$ cat src/rtl/alu_arbiter.sv
// rtl/alu_arbiter.sv - round-robin arbiter and issue stage sharing one ALU among NREQ requesters
//
// alu_pkg : data width N and the shared ALU function.
// alu_arbiter ports:
//    clk        in   clock, all state on rising edge
//    rst        in   synchronous active-high reset
//    req_valid  in   [NREQ]    requester i has an operation pending
//    req_ready  out  [NREQ]    one-hot (or zero) accept strobe
//    req_a      in   [NREQ*N]  operand A, requester i at [i*N +: N]
//    req_b      in   [NREQ*N]  operand B, same packing
//    req_op     in   [NREQ*3]  opcode, requester i at [i*3 +: 3]
//    rsp_valid  out  result register is full
//    rsp_ready  in   consumer takes the result this cycle
//    rsp_y      out  [N]       result
//    rsp_id     out  [IW]      index of the requester that issued the result

package alu_pkg;
   parameter int N = 8;

   function automatic logic [N-1:0] alu_eval(input logic [N-1:0] a,
                                             input logic [N-1:0] b,
                                             input logic [2:0]   op);
      logic [N-1:0] y;
      case (op)
         3'd0: y = a + b;
         3'd1: y = a - b;
         3'd2: y = a - 1'b1;
         3'd3: y = a + 1'b1;
         3'd4: y = ~a;
         3'd5: y = a & b;
         3'd6: y = a | b;
         3'd7: y = a ^ b;
      endcase
      return y;
   endfunction
endpackage

module alu_arbiter
   import alu_pkg::*;
#(
   parameter  int NREQ = 4,
   localparam int IW   = $clog2(NREQ)
) (
   input  logic              clk,
   input  logic              rst,
   input  logic [NREQ-1:0]   req_valid,
   output logic [NREQ-1:0]   req_ready,
   input  logic [NREQ*N-1:0] req_a,
   input  logic [NREQ*N-1:0] req_b,
   input  logic [NREQ*3-1:0] req_op,
   output logic              rsp_valid,
   input  logic              rsp_ready,
   output logic [N-1:0]      rsp_y,
   output logic [IW-1:0]     rsp_id
);

   logic [IW-1:0] ptr;
   logic [IW-1:0] grant;
   logic          any_valid;
   logic          can_issue;
   logic          issue;
   logic [N-1:0]  sel_a;
   logic [N-1:0]  sel_b;
   logic [2:0]    sel_op;

   // Circular search starting at ptr; the first valid requester wins.
   always_comb begin
      logic [IW-1:0] idx;
      any_valid = 1'b0;
      grant     = '0;
      idx       = '0;
      for (int k = 0; k < NREQ; k++) begin
         idx = IW'((int'(ptr) + k) % NREQ);
         if (!any_valid && req_valid[idx]) begin
            any_valid = 1'b1;
            grant     = idx;
         end
      end
   end

   // The output register can take a new result when empty or being drained now.
   assign can_issue = !rsp_valid || rsp_ready;
   // Gating with rst keeps req_ready quiet during reset so no request is lost.
   assign issue     = can_issue && any_valid && !rst;

   always_comb begin
      req_ready = '0;
      if (issue) begin
         req_ready[grant] = 1'b1;
      end
   end

   assign sel_a  = req_a[int'(grant)*N +: N];
   assign sel_b  = req_b[int'(grant)*N +: N];
   assign sel_op = req_op[int'(grant)*3 +: 3];

   always_ff @(posedge clk) begin
      if (rst) begin
         rsp_valid <= 1'b0;
         rsp_y     <= '0;
         rsp_id    <= '0;
         ptr       <= '0;
      end else if (issue) begin
         rsp_valid <= 1'b1;
         rsp_y     <= alu_eval(sel_a, sel_b, sel_op);
         rsp_id    <= grant;
         ptr       <= (int'(grant) == NREQ - 1) ? '0 : grant + 1'b1;
      end else if (rsp_ready) begin
         rsp_valid <= 1'b0;
      end
   end

endmodule

$ cat config.mk
export PLATFORM = sky130hd
export DESIGN_NAME = alu_arbiter
export DESIGN_NICKNAME = d
export VERILOG_FILES = /design/src/rtl/alu_arbiter.sv
export SDC_FILE = /design/constraint.sdc
export NUM_CORES = 1
export LEC_CHECK = 0
export ABC_AREA = 1
export CORE_ASPECT_RATIO = 0.75
export CORE_MARGIN = 2
export CORE_UTILIZATION = 47
export CTS_BUF_LIST = sky130_fd_sc_hd__clkbuf_16
export CTS_CLUSTER_DIAMETER = 150
export DETAILED_ROUTE_END_ITERATION = 6
export HOLD_SLACK_MARGIN = 0.05
export PLACE_DENSITY = 0.83
export SLEW_MARGIN = 20
export SYNTH_ARGS = -nofsm -noshare
export SYNTH_HDL_FRONTEND = slang
export SYNTH_SLANG_ARGS = --single-unit
$ cat constraint.sdc
create_clock -name clk -period 4.9 [get_ports clk]
set_clock_uncertainty 0.2 [all_clocks]
set_input_delay 0.49 -clock clk [delete_from_list [all_inputs] [get_ports clk]]
set_output_delay 0.49 -clock clk [all_outputs]
set_load 0.05 [all_outputs]
==> reports/qor.yml <==
status: "finished, final reports clean"
die_x_um: 92.9
fill_cells: 504
worst_pin_slew_ns: 0.534
post-route-min-period_ns: 4.60
use_met1_pct: 32.9
met2_usage_pct: 45.3
postCtsResizedCells: 0
fin_util_pct: 67.9
num_vias: 3267
yosys_warnings: 0
ys_async_sr_fraction_pct: 0
gp_congestion: 0.947
cts_hold_buf: 0
syn_inst: 455
reg2reg_slack_ns: 0.35
maxCapViolations: 0
placedInstanceArea_sq_mm: 0.00381
grt_pass1_wl_um: 14000
cp_slowest_cell: "clkdlybuf4s50_1"
pin_count: 98
tritoncts: "yes"
nets: 664
ys_seq_elements: 13
grt_pass1_vias: 3130
rsz0062_at_grt: "yes"
place_ws_ns: -0.0101
dp_hpwl_um: 7020
syn_avg_cell_area_sq_um: 6.12
worstSetupEndpointType: "register"
track_usage_pct: 25.7
wl_um: 8580
fp.dieH_um: 70.6
root_buffer: "clkbuf_16"
vias_per_cell: 5.19
use_met3_pct: 3.94
core_area_sq_mm: 0.00577
ant_nets: 0
critPathKind: "input port to register"
hp-class: "register to register"
regArea_sq_um: 260
layout_setup_ws_ns: 0.301
r2r-start: "ptr[0]$_SDFFE_PP0P_"
clkLatencyLatePin_ns: 0.24
finalCritPeriodShare_pct: 93.9
hold_violations: 0
cts_setup_buffers: 0
fin_area_sq_mm: 0.00392
finalSetupTns_ns: 0
multi_input_area_sq_mm: 0.00215
drive_above_1_share_pct: 13.4
drc: 0
slew_headroom_pct: 64.3
drtPass1Iterations: 5
synth.area.top_cells: "nand2_1, ha_1, dfxtp_1, nand3_1, inv_1"
synth_nets: 566
critPathLaunch: "req_valid[0]"
arrival_ns: 4.57
grt_max_degree: 21
fmax_mhz: 217
critPathMostFrequentCell: "nand2_1"
cts_buffer_depth: 2
ys_seq_area_share_pct: 9.35
clk_pin_slew_worst_paths_ns: 0.05
worstSetupStartpointType: "input port"
synth_cell_type_count: 42
crit_end: "rsp_y[7]$_SDFFE_PP0P_"
slowest_delay_ns: 0.49
row_count: 24
cp.required_ns: 4.87
yosysTopAreaCellShare_pct: 18.6
io_buffers: 97
start_util_pct: 48.3
drt-initial-drc-count: 228
syn_to_final_growth_pct: 40.7
grt_overflow: 0
clkSinkCount: 13
syn_area_sq_mm: 0.00278
diodes: 0
r2r_cells: 32
r2r_end: "rsp_y[7]$_SDFFE_PP0P_"
top_usage_layer: "met2"
maxSlewViolCount: 0
wire_per_inst_um: 13.6
die-area_sq_mm: 0.00656
htree_levels: 1
crit_fanout: 20
synth_flop_cell: "dfxtp_1"
setup_viol_count_final: 0
cts_buffers: 3
grt_antenna_before_repair: 0
netlist.top_cell.by_area: "nand2_1"
synth_edf_count: 0
## cells in the final DEF, fill, tap and decap left out, types with 4 or more instances in the layout
cell type / count
o21bai_1: 4
nand2_1: 137
o21ai_0: 16
dfxtp_1: 13
inv_2: 7
buf_4: 12
xor2_1: 5
o22ai_1: 4
nand3_1: 46
nand2_2: 20
nand3_2: 6
inv_1: 58
clkdlybuf4s50_1: 97
ha_1: 27
nor2_1: 25
nand2_4: 5
a21oi_1: 19
o21ai_1: 9
## through the flow
stage / hold WS, ns / instances
2_1_floorplan: 0.328 / 455
3_3_place_gp: 0.254 / 626
3_5_place_dp: 0.261 / 626
4_1_cts: 0.270 / 630
5_1_grt: 0.297 / 630
6_report: 0.268 / 630
## worst min-delay path by stage
stage	from	endpoint	slack, ns	cells after the start
2_1_floorplan	ptr[1]$_SDFFE_PP0P_	ptr[1]$_SDFFE_PP0P_	0.33	2
3_3_place_gp	rsp_y[3]$_SDFFE_PP0P_	rsp_y[3]$_SDFFE_PP0P_	0.25	2
3_5_place_dp	rsp_y[0]$_SDFFE_PP0P_	rsp_y[0]$_SDFFE_PP0P_	0.26	2
4_1_cts	rsp_y[4]$_SDFFE_PP0P_	rsp_y[4]$_SDFFE_PP0P_	0.27	2
5_1_grt	rsp_y[1]$_SDFFE_PP0P_	rsp_y[1]$_SDFFE_PP0P_	0.30	2
6_report	rsp_y[4]$_SDFFE_PP0P_	rsp_y[4]$_SDFFE_PP0P_	0.27	2
## cells in the mapped netlist, drive strengths merged (2+ instances only)
| cell type | instances |
|---|---|
| clkbuf | 2 |
| xnor2 | 2 |
| o21bai | 4 |
| o211ai | 5 |
| o21ai | 26 |
| dfxtp | 13 |
| nand2 | 163 |
| or2 | 2 |
| o31ai | 3 |
| a21oi | 21 |
| buf | 14 |
| nand3 | 54 |
| ha | 27 |
| inv | 66 |
| nand4 | 3 |
| nor2 | 30 |
| a32o | 3 |
| a31oi | 2 |
| xor2 | 5 |
| o22ai | 4 |
## worst max-delay path: cells and delay by family
kind	cells	cell delay, ns
XOR/XNOR	1	0.15
buffers and inverters	5	0.78
adder cells (fa/ha/maj)	2	0.53
AND/OR/NAND/NOR	17	1.61
AO/OA/AOI/OAI	6	0.99
## cell families after synthesis
| logic type | count (synthesis) | synth area share [%] |
|---|---|---|
| buffers and inverters | 83 | 14.1 |
| xor gates and xnor gates | 7 | 2.20 |
| AOI/OAI and AO/OA | 71 | 17.2 |
| adders and majority gates | 28 | 12.9 |
| DFF | 13 | 9.35 |
| and+or+nand+nor | 253 | 44.2 |
## metal layers
metal | vias up | share of wire [%] | wire length (um)
li1 | 1667 | - | -
met1 | 1455 | 45 | 3870
met2 | 131 | 46 | 3940
met3 | 14 | 7.2 | 617
met4 | 0 | 1.8 | 155
met5 | - | 0 | 0
## layout make-up
class | count | area share [%]
Inverter | 67 | 6.93
Timing Repair Buffer | 109 | 27.1
Clock buffer | 3 | 1.92
Tap cell | 78 | 2.49
Multi-Input combinational cell | 359 | 54.8
Sequential cell | 13 | 6.65
Clock inverter | 1 | 0.0958
## sequential cells by signal, indices dropped and copies added (netlist names)
register / flops
ptr: 2
rsp_valid: 1
rsp_id: 2
rsp_y: 8
Power is not shown: default switching activity piles up to over one toggle a cycle in this logic, so the estimate is an artifact.
